## src/rtl/fifo_word_packer.sv

```systemverilog
// fifo_word_packer: read-side consumer of the dual-clock byte FIFO.
// Pops bytes under a credit rule, absorbs the FIFO read latency in a small
// skid buffer and packs LANES bytes into one word behind a valid/ready port.
// A flush pulse emits a zero-padded partial word.
// Optional macro FIFO_PACK_MSB_FIRST_EN: first byte lands in the top lane.
`timescale 1ns/1ps
module fifo_word_packer #(
  parameter int WIDTH  = 8,
  parameter int LANES  = 4,
  parameter int RD_LAT = 2
) (
  input  logic                     clk,
  input  logic                     rst,
  output logic                     fifo_rinc,
  input  logic                     fifo_rempty,
  input  logic [WIDTH-1:0]         fifo_rdata,
  input  logic                     flush,
  output logic                     out_valid,
  input  logic                     out_ready,
  output logic [WIDTH*LANES-1:0]   out_data,
  output logic [$clog2(LANES):0]   out_count
);

  localparam int SKID_DEPTH = RD_LAT + 1;
  localparam int PW         = $clog2(SKID_DEPTH);
  localparam int CNTW       = $clog2(SKID_DEPTH + 1);
  localparam int LCW        = $clog2(LANES) + 1;
  localparam logic [PW-1:0]   LAST_IDX = PW'(SKID_DEPTH - 1);
  localparam logic [CNTW:0]   CREDIT   = (CNTW+1)'(SKID_DEPTH);

  typedef enum logic [1:0] {FILL = 2'd0, FULL = 2'd1, DRAIN = 2'd2} state_t;

  state_t            state_reg, state_next;
  logic [WIDTH-1:0]  skid_mem [SKID_DEPTH];
  logic [PW-1:0]     skid_wr_ptr_reg, skid_rd_ptr_reg;
  logic [CNTW-1:0]   skid_cnt_reg, skid_cnt_next;
  logic [RD_LAT-1:0] vld_sr_reg, vld_sr_next;
  logic [CNTW-1:0]   inflight;
  logic [WIDTH-1:0]  lane_reg [LANES];
  logic [WIDTH-1:0]  lane_next [LANES];
  logic [LCW-1:0]    lane_cnt_reg, lane_cnt_next;
  logic [LCW-1:0]    out_count_reg, out_count_next;
  logic              flush_pend_reg, flush_pend_next;
  logic              drain_word_reg, drain_word_next;
  logic              flush_clr;
  logic              skid_wr, skid_rd;
  logic [WIDTH-1:0]  skid_rd_data;

  // Number of pops still travelling through the FIFO read pipeline.
  always_comb begin
    inflight = '0;
    for (int i = 0; i < RD_LAT; i++) begin
      inflight = inflight + CNTW'(vld_sr_reg[i]);
    end
  end

  // Pop only when the skid buffer is guaranteed room for everything in flight.
  assign fifo_rinc = ~fifo_rempty & ~flush_pend_reg &
                     (({1'b0, inflight} + {1'b0, skid_cnt_reg}) < CREDIT);

  assign skid_wr      = vld_sr_reg[RD_LAT-1];
  assign skid_rd_data = skid_mem[skid_rd_ptr_reg];
  assign out_valid    = (state_reg == FULL);
  assign out_count    = out_count_reg;

  // Lane-to-word mapping; lanes are cleared after every accepted word, so
  // unfilled lanes of a flushed word read as zero.
  for (genvar gi = 0; gi < LANES; gi++) begin : g_lane
`ifdef FIFO_PACK_MSB_FIRST_EN
    assign out_data[WIDTH*(LANES-gi)-1 -: WIDTH] = lane_reg[gi];
`else
    assign out_data[WIDTH*gi +: WIDTH] = lane_reg[gi];
`endif
  end

  // Packer FSM next-state, lane updates and skid read decision.
  always_comb begin
    state_next      = state_reg;
    lane_next       = lane_reg;
    lane_cnt_next   = lane_cnt_reg;
    out_count_next  = out_count_reg;
    drain_word_next = drain_word_reg;
    flush_clr       = 1'b0;
    skid_rd         = 1'b0;
    case (state_reg)
      FILL: begin
        if (skid_cnt_reg != '0) begin
          skid_rd = 1'b1;
          for (int i = 0; i < LANES; i++) begin
            if (lane_cnt_reg == LCW'(i)) lane_next[i] = skid_rd_data;
          end
          lane_cnt_next = lane_cnt_reg + LCW'(1);
          if (lane_cnt_reg == LCW'(LANES - 1)) begin
            state_next      = FULL;
            out_count_next  = LCW'(LANES);
            drain_word_next = 1'b0;
          end
        end else if (flush_pend_reg && (inflight == '0)) begin
          state_next = DRAIN;
        end
      end
      DRAIN: begin
        if (lane_cnt_reg != '0) begin
          out_count_next  = lane_cnt_reg;
          drain_word_next = 1'b1;
          state_next      = FULL;
        end else begin
          flush_clr  = 1'b1;
          state_next = FILL;
        end
      end
      FULL: begin
        if (out_ready) begin
          for (int i = 0; i < LANES; i++) lane_next[i] = '0;
          lane_cnt_next   = '0;
          out_count_next  = '0;
          drain_word_next = 1'b0;
          flush_clr       = drain_word_reg;
          state_next      = FILL;
        end
      end
      default: state_next = FILL;
    endcase
  end

  // Flush request latch, skid occupancy and pop-tracking shift register.
  always_comb begin
    flush_pend_next = flush_pend_reg;
    if (flush_clr)  flush_pend_next = 1'b0;
    else if (flush) flush_pend_next = 1'b1;
    skid_cnt_next  = skid_cnt_reg + CNTW'(skid_wr) - CNTW'(skid_rd);
    vld_sr_next    = vld_sr_reg << 1;
    vld_sr_next[0] = fifo_rinc;
  end

  // Skid storage; contents need no reset because the count qualifies them.
  always_ff @(posedge clk) begin
    if (skid_wr) skid_mem[skid_wr_ptr_reg] <= fifo_rdata;
  end

  // State and control registers.
  always_ff @(posedge clk or posedge rst) begin
    if (rst) begin
      state_reg       <= FILL;
      skid_wr_ptr_reg <= '0;
      skid_rd_ptr_reg <= '0;
      skid_cnt_reg    <= '0;
      vld_sr_reg      <= '0;
      lane_cnt_reg    <= '0;
      out_count_reg   <= '0;
      flush_pend_reg  <= 1'b0;
      drain_word_reg  <= 1'b0;
      for (int i = 0; i < LANES; i++) lane_reg[i] <= '0;
    end else begin
      state_reg      <= state_next;
      skid_cnt_reg   <= skid_cnt_next;
      vld_sr_reg     <= vld_sr_next;
      lane_cnt_reg   <= lane_cnt_next;
      out_count_reg  <= out_count_next;
      flush_pend_reg <= flush_pend_next;
      drain_word_reg <= drain_word_next;
      lane_reg       <= lane_next;
      if (skid_wr)
        skid_wr_ptr_reg <= (skid_wr_ptr_reg == LAST_IDX) ? '0 : skid_wr_ptr_reg + PW'(1);
      if (skid_rd)
        skid_rd_ptr_reg <= (skid_rd_ptr_reg == LAST_IDX) ? '0 : skid_rd_ptr_reg + PW'(1);
    end
  end

endmodule

```

## config.mk

```make
export PLATFORM = sky130hd
export DESIGN_NAME = fifo_word_packer
export DESIGN_NICKNAME = d
export VERILOG_FILES = /design/src/rtl/fifo_word_packer.sv
export SDC_FILE = /design/constraint.sdc
export NUM_CORES = 1
export LEC_CHECK = 0
export CORE_UTILIZATION = 45
export CTS_CLUSTER_DIAMETER = 120
export DETAILED_ROUTE_END_ITERATION = 16
export PLACE_DENSITY = 0.69
export SLEW_MARGIN = 0
export SYNTH_ARGS = -nofsm -noshare
export SYNTH_HDL_FRONTEND = slang
export SYNTH_SLANG_ARGS = --single-unit
```

## constraint.sdc

```tcl
create_clock -name clk -period 3.5 [get_ports clk]
set_clock_uncertainty 0.2 [all_clocks]
set_input_delay 0.35 -clock clk [delete_from_list [all_inputs] [get_ports clk]]
set_output_delay 0.35 -clock clk [all_outputs]
set_load 0.01 [all_outputs]
```

==> flow_metrics.tcl <==
set metrics [dict create \
    status "completed" \
    drc 0 \
    largest_reg_flops 32 \
    drt-total-wl_mm 5.72 \
    grt_max_degree 51 \
    yosysSeqAreaShare_pct 59.6 \
    worst_pin_slew_ps 1030 \
    cts_made_buffers 9 \
    total_power_mw 4.20 \
    die_area_mm2 0.00770 \
    clockBufferDepth 2 \
    rsz0062_at_grt "false" \
    overflow 0 \
    ys_types 33 \
    async_flop_share_pct 67.6 \
    timing.final.crit_share_pct 84.5 \
    root_buffer "clkbuf_8" \
    synth.top_cell.area_share_pct 37.8 \
    synth_edf_count 24 \
    yosys.area.top_type "dfrtp_1" \
    cp_num_buf_inv 2 \
    met3_usage_pct 3.30 \
    endpoint_kind "output pin" \
    netlist_area_mm2 0.00331 \
    slowest_delay_ps 450 \
    drtPass1Iterations 4 \
    max_freq_ghz 0.338 \
    min_path_cells 0 \
    dpl_cell_area_mm2 0.00391 \
    place_congestion 0.748 \
    crit_type "flip-flop to output pin" \
    tns_ps 0 \
    antenna_found_initial 0 \
    grt-busiest-layer "met2" \
    whs_endpoint "vld_sr_reg[1]$_DFF_PP0_" \
    syn_area_per_cell_um2 15.4 \
    fin_area_mm2 0.00414 \
    use_met2_pct 26.6 \
    hold_buffers 0 \
    hold_class "flip-flop to flip-flop" \
    min_from "vld_sr_reg[0]$_DFF_PP0_" \
    cp.required_ps 2950 \
    track_usage_pct 16.9 \
    hold_viol 0 \
    antenna_left 0 \
    synth_area_leaders "dfrtp_1 (38%), edfxtp_1 (22%), mux2_4 (13%)" \
    ys_seq_elements 74 \
    die_x_um 87.8 \
    hpwl_mm 4.05 \
    critical-path-top-delay-family "adder cells" \
    via_per_inst 4.83 \
    min_period_ps 2960 \
    crit_arrival_ps 2410 \
    diodes 0 \
    drt-initial-drc-count 70 \
    start_util_pct 47.7 \
    yosysWarnings 0 \
    htreeDepth 3 \
    clkTransAtPathRegs_ps 70 \
    critPathMaxFanout 5 \
    syn2layout_area_growth_pct 24.9 \
    rows 30 \
    layout-drive-gt1-share_pct 27.0 \
    yosysMostFrequentCell "dfrtp_1" \
    relSlewSlack_pct 31.0 \
    grtUsageMet1_pct 22.0 \
    final_nets 301 \
    finalSetupViolations 0 \
    synth_nets 243 \
    nFillCells 553 \
    synth_cells 215 \
    cts_tree "built" \
    cap_violations 0 \
    cp_cell_sequence "inv_1, ha_1, ha_1, fa_1, a2111oi_2, dlymetal6s2s_1" \
    numPortBuffers 49 \
    crit_top_cell "ha_1" \
    wire_per_inst_um 15.3 \
    r2r_start "state_reg[0]$_DFFE_PP0P_" \
    slew_violations 0 \
    ir_drop_mv 0.348 \
    cts_sinks 74 \
    yosys-top-cells-count "dfrtp_1 (50), mux2_4 (28), edfxtp_1 (24)" \
    reg2reg_slack_ps 990 \
    critPathLaunchType "flip-flop" \
    vias 1808 \
    grt_pass1_wl_mm 9.53 \
    core_mm2 0.00694 \
    io_pins 50 \
    p_leak_nw 1.79 \
    r2r_end "skid_cnt_reg[1]$_DFF_PP0_" \
    die-height_um 87.8 \
    slowest_stage "fa_1" \
    p_per_area_mw_per_mm2 1020 \
    synth_ff_type "dfrtp_1" \
    grt_pass1_vias 1885 \
    reg2regPathDepth 9 \
    clkLatencyLatePin_ps 330 \
    path_depth 6 \
]
-- where the power goes --
group | switching, mW | internal (mW)
clock | 0.309 | 0.375
combinational | 0.874 | 1.23
sequential | 0.221 | 1.19
total | 1.40 | 2.80
-- placed cells by master (no fill, tap or decap), types with 2 or more instances in the layout --
cell type and n:
inv_1 10, clkbuf_8 9, mux2i_1 8, o21ai_0 4
ha_1 14, mux2_4 28, and3_1 2, nor2_1 15
edfxtp_1 24, a21oi_4 3, clkdlybuf4s50_1 48, clkinv_4 3
dfrtp_1 50, buf_4 2, a21oi_1 3, xnor2_1 2
a21o_1 2, mux2_2 18, o31ai_1 2, nand2_1 11
-- routing by layer --
metal / wire (µm) / up-vias / share of wire (%)
met3: 172 / 8 / 3.0
met2: 2730 / 37 / 48
li1: - / 881 / -
met5: 0 / - / 0
met1: 2720 / 882 / 47
met4: 98 / 0 / 1.7
-- worst max-delay path by stage --
| stage | to | from | slack, ps |
|---|---|---|---|
| floorplan | fifo_rinc | vld_sr_reg[1]$_DFF_PP0_ | 810 |
| global placement | fifo_rinc | vld_sr_reg[1]$_DFF_PP0_ | 400 |
| detailed placement | fifo_rinc | vld_sr_reg[1]$_DFF_PP0_ | 290 |
| CTS | fifo_rinc | vld_sr_reg[1]$_DFF_PP0_ | 100 |
| global route | fifo_rinc | vld_sr_reg[1]$_DFF_PP0_ | 400 |
| finish | fifo_rinc | vld_sr_reg[1]$_DFF_PP0_ | 540 |
-- per-stage QoR --
step | util (%) | setup slack [ps] | hold WS (ps) | std cells
finish | 59.5 | 541 | 210 | 374
global route | 59.5 | 397 | 234 | 374
CTS | 59.5 | 101 | 214 | 374
detailed placement | 56.3 | 290 | 197 | 358
global placement | 56.3 | 398 | 194 | 358
floorplan | - | 809 | 180 | 215
-- cells by family after synthesis --
logic type                 share of synthesized area, %
muxes                                              21.2
and+or+nand+nor                                    5.18
buffers and inverters                              1.97
adders and majority gates                          5.90
xor gates and xnor gates                          0.529
DFF                                                59.6
AOI/OAI and AO/OA                                  5.63
-- layout make-up --
type                       instances  area, µm²  share of cell area (%)
tap                               96        120                    2.90
clock inverter                     5       61.3                    1.48
inverter                          11       41.3                   0.998
multi-input combinational        126       1280                    31.0
sequential                        74       1970                    47.7
clock buffer                      11        153                    3.69
timing repair buffer              51        508                    12.3
-- repair_timing --
action                     CTS  global route
setup endpoints to repair    1             1
gates cloned                 0             0
gates resized for setup      2             1
setup buffers                0             0
(Power assumes the default switching activity.)
